## src/rtl/riscboy_ppu_bus_responder_if.sv

```systemverilog
// Requester-side PPU read bus: address phase (vld/rdy, size, addr) and the unbackpressured data return.
interface riscboy_ppu_bus_responder_if #(
    parameter int unsigned W_ADDR = 32,
    parameter int unsigned W_DATA = 16
);
    logic              bus_addr_vld;
    logic              bus_addr_rdy;
    logic [1:0]        bus_size;
    logic [W_ADDR-1:0] bus_addr;
    logic              bus_data_vld;
    logic [W_DATA-1:0] bus_data;

    modport master (
        output bus_addr_vld, bus_size, bus_addr,
        input  bus_addr_rdy, bus_data_vld, bus_data
    );

    modport slave (
        input  bus_addr_vld, bus_size, bus_addr,
        output bus_addr_rdy, bus_data_vld, bus_data
    );
endinterface

```

## src/rtl/riscboy_ppu_bus_responder.sv

```systemverilog
// PPU read-bus responder: issues reads to a fixed-latency memory port and returns lane-extracted data in order.
// Define RISCBOY_PPU_RESP_SKID_EN to put a 2-entry request FIFO (registered ready) in front of the memory port.
module riscboy_ppu_bus_responder #(
    parameter int unsigned       W_ADDR      = 32,
    parameter int unsigned       W_DATA      = 16,
    parameter int unsigned       W_MEM       = 32,
    parameter int unsigned       MEM_LATENCY = 1,
    parameter logic [W_ADDR-1:0] ADDR_MASK   = '1
) (
    input  logic                    clk,
    input  logic                    rst_n,
    riscboy_ppu_bus_responder_if.slave bus,
    output logic                    mem_ren,
    input  logic                    mem_gnt,
    output logic [W_ADDR-3:0]       mem_addr,
    input  logic [W_MEM-1:0]        mem_rdata,
    output logic                    busy
);

    typedef struct packed {
        logic       vld;
        logic [1:0] size;
        logic [1:0] lane;
    } tag_t;

    logic              issue;
    logic [1:0]        iss_size;
    logic [W_ADDR-1:0] iss_addr;
    logic [W_ADDR-1:0] iss_addr_masked;
    logic              buf_nonempty;

`ifdef RISCBOY_PPU_RESP_SKID_EN
    // Two-entry request FIFO; ready is registered from the post-update level.
    logic [1:0]        fifo_size [2];
    logic [W_ADDR-1:0] fifo_addr [2];
    logic              rd_ptr;
    logic              wr_ptr;
    logic [1:0]        level;
    logic [1:0]        level_nxt;
    logic              rdy_q;
    logic              push;

    assign bus.bus_addr_rdy = rst_n && rdy_q;
    assign push             = bus.bus_addr_vld && bus.bus_addr_rdy;
    assign mem_ren          = rst_n && (level != 2'd0);
    assign issue            = mem_ren && mem_gnt;
    assign iss_size         = fifo_size[rd_ptr];
    assign iss_addr         = fifo_addr[rd_ptr];
    assign buf_nonempty     = (level != 2'd0);
    assign level_nxt        = level + 2'(push) - 2'(issue);

    always_ff @(posedge clk) begin
        if (!rst_n) begin
            level        <= 2'd0;
            rd_ptr       <= 1'b0;
            wr_ptr       <= 1'b0;
            rdy_q        <= 1'b1;
            fifo_size[0] <= 2'd0;
            fifo_size[1] <= 2'd0;
            fifo_addr[0] <= '0;
            fifo_addr[1] <= '0;
        end else begin
            level  <= level_nxt;
            rdy_q  <= (level_nxt < 2'd2);
            rd_ptr <= rd_ptr ^ issue;
            wr_ptr <= wr_ptr ^ push;
            if (push) begin
                fifo_size[wr_ptr] <= bus.bus_size;
                fifo_addr[wr_ptr] <= bus.bus_addr;
            end
        end
    end
`else
    // Pass-through issue: accept and memory issue are the same event.
    assign mem_ren          = rst_n && bus.bus_addr_vld;
    assign bus.bus_addr_rdy = rst_n && mem_gnt;
    assign issue            = mem_ren && mem_gnt;
    assign iss_size         = bus.bus_size;
    assign iss_addr         = bus.bus_addr;
    assign buf_nonempty     = 1'b0;
`endif

    assign iss_addr_masked = iss_addr & ADDR_MASK;
    assign mem_addr        = iss_addr_masked[W_ADDR-1:2];

    // Tag shift register: stage MEM_LATENCY-1 lines up with mem_rdata for its request.
    tag_t tag_q [MEM_LATENCY];
    tag_t tag_last;

    always_ff @(posedge clk) begin
        if (!rst_n) begin
            for (int unsigned i = 0; i < MEM_LATENCY; i++) begin
                tag_q[i] <= '0;
            end
        end else begin
            tag_q[0] <= '{vld: issue, size: iss_size, lane: iss_addr_masked[1:0]};
            for (int unsigned i = 1; i < MEM_LATENCY; i++) begin
                tag_q[i] <= tag_q[i-1];
            end
        end
    end

    assign tag_last = tag_q[MEM_LATENCY-1];

    // Lane extraction; misaligned halfwords round down, size 11 behaves as word.
    logic [W_DATA-1:0] ext_data;

    always_comb begin
        ext_data = '0;
        case (tag_last.size)
            2'b00:   ext_data = W_DATA'(mem_rdata[{tag_last.lane, 3'b000} +: 8]);
            2'b01:   ext_data = W_DATA'(tag_last.lane[1] ? mem_rdata[31:16] : mem_rdata[15:0]);
            default: ext_data = mem_rdata[W_DATA-1:0];
        endcase
    end

    always_ff @(posedge clk) begin
        if (!rst_n) begin
            bus.bus_data_vld <= 1'b0;
            bus.bus_data     <= '0;
        end else begin
            bus.bus_data_vld <= tag_last.vld;
            if (tag_last.vld) begin
                bus.bus_data <= ext_data;
            end
        end
    end

    logic any_tag;

    always_comb begin
        any_tag = 1'b0;
        for (int unsigned i = 0; i < MEM_LATENCY; i++) begin
            any_tag = any_tag | tag_q[i].vld;
        end
    end

    assign busy = buf_nonempty || any_tag || bus.bus_data_vld;

endmodule
```

## src/flat_wrapper.sv

```systemverilog
// flat-port wrapper written by rule: the top's interface ports become plain ports
module riscboy_ppu_bus_responder_flat 
#(
    parameter int unsigned       W_ADDR      = 32,
    parameter int unsigned       W_DATA      = 16,
    parameter int unsigned       W_MEM       = 32,
    parameter int unsigned       MEM_LATENCY = 1,
    parameter logic [W_ADDR-1:0] ADDR_MASK   = '1
)
  (clk, rst_n, mem_ren, mem_gnt, mem_addr, mem_rdata, busy, bus_bus_addr_vld, bus_bus_size, bus_bus_addr, bus_bus_addr_rdy, bus_bus_data_vld, bus_bus_data);
  riscboy_ppu_bus_responder_if #(.W_ADDR(W_ADDR), .W_DATA(W_DATA)) bus_i ();
  input  logic clk;
  input  logic rst_n;
  output logic mem_ren;
  input  logic mem_gnt;
  output logic [W_ADDR-3:0] mem_addr;
  input  logic [W_MEM-1:0] mem_rdata;
  output logic busy;
  input wire logic [$bits(bus_i.bus_addr_vld)-1:0] bus_bus_addr_vld;
  input wire logic [$bits(bus_i.bus_size)-1:0] bus_bus_size;
  input wire logic [$bits(bus_i.bus_addr)-1:0] bus_bus_addr;
  output wire logic [$bits(bus_i.bus_addr_rdy)-1:0] bus_bus_addr_rdy;
  output wire logic [$bits(bus_i.bus_data_vld)-1:0] bus_bus_data_vld;
  output wire logic [$bits(bus_i.bus_data)-1:0] bus_bus_data;
  assign bus_i.bus_addr_vld = bus_bus_addr_vld;
  assign bus_i.bus_size = bus_bus_size;
  assign bus_i.bus_addr = bus_bus_addr;
  assign bus_bus_addr_rdy = bus_i.bus_addr_rdy;
  assign bus_bus_data_vld = bus_i.bus_data_vld;
  assign bus_bus_data = bus_i.bus_data;
  riscboy_ppu_bus_responder #(.W_ADDR(W_ADDR), .W_DATA(W_DATA), .W_MEM(W_MEM), .MEM_LATENCY(MEM_LATENCY), .ADDR_MASK(ADDR_MASK)) u_core (.clk(clk), .rst_n(rst_n), .bus(bus_i), .mem_ren(mem_ren), .mem_gnt(mem_gnt), .mem_addr(mem_addr), .mem_rdata(mem_rdata), .busy(busy));
endmodule
```

## config.mk

```make
export PLATFORM = sky130hd
export DESIGN_NAME = riscboy_ppu_bus_responder_flat
export DESIGN_NICKNAME = d
export VERILOG_FILES = /design/src/rtl/riscboy_ppu_bus_responder_if.sv /design/src/rtl/riscboy_ppu_bus_responder.sv /design/src/flat_wrapper.sv
export SDC_FILE = /design/constraint.sdc
export NUM_CORES = 1
export LEC_CHECK = 0
export BUFFER_PORTS_ARGS = -buffer_cell sky130_fd_sc_hd__buf_2
export CAP_MARGIN = 25
export CELL_PAD_IN_SITES_DETAIL_PLACEMENT = 1
export CELL_PAD_IN_SITES_GLOBAL_PLACEMENT = 1
export CORE_MARGIN = 2
export CORE_UTILIZATION = 26
export DETAILED_ROUTE_END_ITERATION = 10
export GPL_ROUTABILITY_DRIVEN = 1
export GPL_TIMING_DRIVEN = 1
export PLACE_DENSITY_LB_ADDON = 0.1
export SLEW_MARGIN = 30
export SYNTH_ARGS = -nofsm -noshare
export SYNTH_HDL_FRONTEND = slang
export SYNTH_SLANG_ARGS = --single-unit
```

## constraint.sdc

```tcl
create_clock -name clk -period 1.47 [get_ports clk]
set_input_delay 0.147 -clock clk [delete_from_list [all_inputs] [get_ports clk]]
set_output_delay 0.147 -clock clk [all_outputs]
set_load 0.02 [all_outputs]
```

# Word level (Yosys, flattened, before mapping)
# Memories as Yosys holds them, arrays and structs flattened.
# Cells that the tools add are included.
# op_classes
shifts,1
reduce_logical,6
muxes,6
n_eq_ne,1
# ops
cell,count
$pmux 16 s2,1
$shiftx 32x6->8,1
$mux 16,1
$mux 5,1
$reduce_or 5->1,1
$logic_and 1x1->1,3
$mux 1,3
$eq 2x1->1 const B,1
$logic_not 2->1,1
$logic_or 1x1->1,1
# word_totals
in_bits,70
n_memories,1
output_inout_bits,50
reg_bits,17
wordCells,17
ramBits,5
# memory_table
memory,depth,width,read_ports,rd_ports_with_merged_regs,wr,line,source
u_core.tag_q,1,5,1,0,1,riscboy_ppu_bus_responder.sv:87,tag_t tag_q [MEM_LATENCY];

# Depth between registers and ports, before layout
# logic_depth
word_depth,3
depth_mapped,5
mapped_depth_nobuf,3

# Worst setup path after synthesis
# No wires, ideal clock.
# synth_path
kind,reg2reg
start,memory u_core.tag_q[0][2] (netlist bit)
end,register u_core.bus.bus_data[7]
arrival_ns,1.140
path_slack_ns,0.270
period_less_slack_ns,1.200
path_buffers,1
setup_time_ns,0.060
stages_incl_launch_ff,5
t_required_ns,1.410
cell_sequence,dfxtp_1 -> buf_6 -> or3b_1 -> o221ai_1 -> o221a_1
# synth_via
elab_chain_len,3
word_cells_on_any_way,4
cone_classes,1 x eq/ne; 1 x mux; 1 x reduce/logical; 1 x memory
# synth_rtl
element,line,source
"start, declared",riscboy_ppu_bus_responder.sv:87,
$mem_v2 1x5 (*),-,
$eq 2x1->1 / $logic_not 2->1 (equally long branches),riscboy_ppu_bus_responder.sv:110,case (tag_last.size)
$pmux 16 s2 (*),riscboy_ppu_bus_responder.sv:110,
"end signal, assigned",riscboy_ppu_bus_responder.sv:124,bus.bus_data <= ext_data;
"end, declared",riscboy_ppu_bus_responder_if.sv:20,"output bus_addr_rdy, bus_data_vld, bus_data"
# Mark *: on every way between the ends. The rest lies on a longest branch, timed or not.
# A chain may end at the register's enable or synchronous reset.

# Worst setup path after layout
# layout_path
start,memory u_core.tag_q[0][1] (netlist bit)
end,register u_core.bus.bus_data[7]
# layout_via
elab_chain_len,3
word_cells_on_any_way,4
cone_classes,1 x shift; 2 x mux; 1 x memory
# layout_rtl
element,line
$mem_v2 1x5 (*),-
$shiftx 32x6->8 / $mux 16 (equally long branches),"riscboy_ppu_bus_responder.sv:111, riscboy_ppu_bus_responder.sv:112"
$pmux 16 s2 (*),riscboy_ppu_bus_responder.sv:110
# Marks and branches as above.

==> summary by stage <==
Run status
The run finished with clean final reports.

Global routing
Across every metal layer, demand over resource in global routing totals 13.2%. The first global-routing pass estimated 6.60 mm of wire. The number of antenna violations at the first check in global routing was 0. The via count of the first global-routing pass is 1,342. The total congestion overflow is 0. Entering global routing, the biggest net connects 35 pins.

Worst hold path
The hold path startpoint is bus_bus_addr[1]. The capture endpoint of the worst hold path is u_core.tag_q[0][1]$_SDFF_PN0_. The type of the most critical hold path is primary input to flop.

Along the worst hold path, the cell count comes to 2.

Critical path
The worst reg2reg path startpoint is u_core.tag_q[0][1]$_SDFF_PN0_. The delay of the slowest cell on the worst path is 0.36 ns. The critical path class is flop to flop. The number of buffers and inverters on the critical path is 1.

The length in cells of the worst reg-to-reg path is 4. Data on the critical path arrives at its endpoint at 1.44 ns. The endpoint of the most critical register-to-register path is u_core.bus.bus_data[7]$_SDFFE_PN0P_.

The worst setup path is launched from a flop. The required time of the critical path is 1.63 ns. The endpoint type of the worst setup path is a flop. The cell family contributing the most delay on the critical path is flip-flops. The master of the slowest instance on the critical path is sky130_fd_sc_hd__dfxtp_1. The critical-path maximum fanout is 34. The worst register-to-register path has a setup slack of 0.19 ns. Counting buffers and inverters, the worst setup path is 4 cells deep. The critical path goes through buf_12 > mux2i_1 > o221ai_1 > o221a_1.

Timing
On the final layout, the worst hold slack is 0.0812 ns. The number of max-slew violations in the final report is 0. The final period demand of the worst path is 1.28 ns. The fraction of the cycle the final worst path needs is 87.1%. Across the routed clock network, the largest skew measured is 0.00250 ns. The max-slew headroom at the worst pin is 75.8%. For this run, the top clock speed supported by timing is 0.781 GHz. In the final timing run, aggregate negative setup slack is 0 ns.

The number of hold-slack violations in the final timing report is 0. The slew at the pin closest to its max-slew limit is 0.363 ns. Setup repair after global routing left no endpoint under its margin. The number of failing setup endpoints in the final timing report is 0.

Route
Using the TritonRoute via totals, the vias-per-cell ratio works out to 4.79. The aggregate routed wire length is 4.25 mm. The number of routed nets with antenna violations is 0.

The DRC violation count after routing is 0. The average wire per cell in the routed design is 15.3 µm. The initial detailed-routing violation count is 31.

The via total after detailed routing is 1,333. For this run, the detailed router's first-pass iteration total came to 4.

Logic synthesis
After technology mapping, the gate count stands at 183. The share of the yosys chip area belonging to registers is 29.8%. Sorting the synthesized cells by area gives the leading types as sky130_fd_sc_hd__dfxtp_1 (30%), sky130_fd_sc_hd__buf_4 (16%), sky130_fd_sc_hd__o21ai_0 (8.5%). The number of nets in the synthesized netlist is 253. The per-instance average area after synthesis is 8.09 µm². The distinct cell type count after synthesis is 25.

The area of the mapped netlist is 1480 µm². During synthesis, Yosys emitted a total of 0 warnings. The register bit count reported by yosys is 22. The cell type with the largest total area after synthesis is sky130_fd_sc_hd__dfxtp_1. The area share of the largest cell type after synthesis is 29.8%.

Cells and area
Registers take 440 µm². The antenna cell count is 0. Relative to the synthesized area, the layout overhead comes to 13.5%. In the final layout, the share of cells above drive strength 1 is 34.0%. At the end of the flow, the number of nets in the layout was 278. In the layout the commonest cells are sky130_fd_sc_hd__buf_2 (59), sky130_fd_sc_hd__o21ai_0 (25), sky130_fd_sc_hd__dfxtp_1 (22). The filler cell count in the final layout is 674. Leaving out fill and tap cells, the most frequent cell in the layout is sky130_fd_sc_hd__buf_2. The area taken by multi-input logic gates is 743 µm².

Clocking
Post-CTS timing repair inserted 0 buffers for setup. No sink is reached through more buffers than the 2 on the longest clock path. Clock latency on the worst-skew pair, taken at its later pin, is 0.26 ns. The register clock-pin slew on the reported worst setup and hold paths is 0.08 ns. The cell sitting at the root of the clock tree is a sky130_fd_sc_hd__clkbuf_8.

In this run, CTS created clock tree buffers numbering 3. The maximum level of the CTS H-tree is 1. Hold repair after CTS inserted 0 buffers. Clock tree synthesis found a total of 22 sinks.

After clock tree synthesis, the repair step resized 0 gates. TritonCTS built the clock tree.

Floorplan
The die covers 6310 µm². From bottom edge to top edge, the die measures 79.5 µm. The die outline width is 79.5 µm. For this design the top-level I/O count stands at 120. Once the floorplan was initialized, standard cells occupied 26.9% of the core. The initialized floorplan defines 27 standard-cell rows.

The floorplan step defined a core boundary enclosing 5510 µm².

Power and ir drop
The total power is 1.33 mW. The switching power is 0.388 mW. The cell leakage power is 0.772 nW. The share of total power in combinational logic is 22.3%.

Net switching is 29.1% of the power. VDD sags by at most 254 µV. Dividing total power by cell area gives a power density of 793 nW/µm². Per report_power, the clock group accounts for 29.3% of the total. The part of the power in registers is 48.3%. The internal power summed over all cells is 0.945 mW.

Job
The reported max-cap violation count is 0.

Placed design
During placement, the flow inserted port buffers numbering 59. The final RePlAce weighted congestion is 0.757. Summed over all nets, the half-perimeter wirelength after detailed placement is 3.27 mm.
[power by group through the flow]
stage	Clock, mW	Sequential (mW)	Combinational (mW)
CTS	0.402	0.645	0.303
global placement	0	0.656	0.300
detailed placement	0	0.658	0.302
global route	0.421	0.649	0.331
finish	0.391	0.644	0.298
floorplan	0	0.682	0.265
[state kept, by name, summed over array words and instances (netlist names)]
name                     flops
u_core.bus.bus_data_vld      1
u_core.bus.bus_data         16
u_core.tag_q                 5
[layer usage]
metal,global-route usage (%),up-vias,routed length (µm)
met5,0,-,0
met4,6.72,0,103
met3,2.49,20,265
met2,23.0,41,2130
met1,15.3,618,1750
li1,-,654,-
[metrics by stage]
step | worst slack (ns) | std cells | utilization [%] | area (µm²)
floorplan | 0.270 | 183 | - | 1480
global placement | 0.193 | 275 | 29.7 | 1630
detailed placement | 0.180 | 275 | 29.7 | 1630
CTS | 0.161 | 278 | 30.4 | 1670
global route | 0.124 | 278 | 30.5 | 1680
finish | 0.189 | 278 | 30.5 | 1680
[cell families after synthesis]
| group | Yosys count | synth area share, % |
|---|---|---|
| buffers and inverters | 45 | 20.5 |
| AO/OA/AOI/OAI | 54 | 22.4 |
| multiplexers | 8 | 5.41 |
| flip-flops | 22 | 29.8 |
| AND/OR/NAND/NOR | 54 | 22.0 |
[cell type report]
type / instances / area share [%]
Timing Repair Buffer: 65 / 21.7
Tap cell: 72 / 5.36
Multi-Input combinational cell: 116 / 44.2
Clock buffer: 3 / 2.46
Sequential cell: 22 / 26.2
[cells in the mapped netlist (all sizes together)]
cell type,number
o221ai,1
nor2b,9
mux2i,8
and3b,8
a21oi,7
nand2,17
clkbuf,10
dfxtp,22
a31oi,8
o31ai,1
o311a,6
o221a,2
buf,35
nand2b,2
nor3b,1
nand3b,1
or3b,1
and3,1
and2,13
o21ai,28
or2,1
o211ai,1
[worst max path at each step]
stage | startpoint | end
after floorplan | u_core.tag_q[0][2]$_SDFF_PN0_ | u_core.bus.bus_data[7]$_SDFFE_PN0P_
after global placement | u_core.tag_q[0][1]$_SDFF_PN0_ | u_core.bus.bus_data[7]$_SDFFE_PN0P_
after detailed placement | u_core.tag_q[0][1]$_SDFF_PN0_ | u_core.bus.bus_data[7]$_SDFFE_PN0P_
after CTS | u_core.tag_q[0][3]$_SDFF_PN0_ | u_core.bus.bus_data[4]$_SDFFE_PN0P_
after global routing | u_core.tag_q[0][3]$_SDFF_PN0_ | u_core.bus.bus_data[6]$_SDFFE_PN0P_
final | u_core.tag_q[0][1]$_SDFF_PN0_ | u_core.bus.bus_data[7]$_SDFFE_PN0P_
Power figures use the tool's default switching activity.
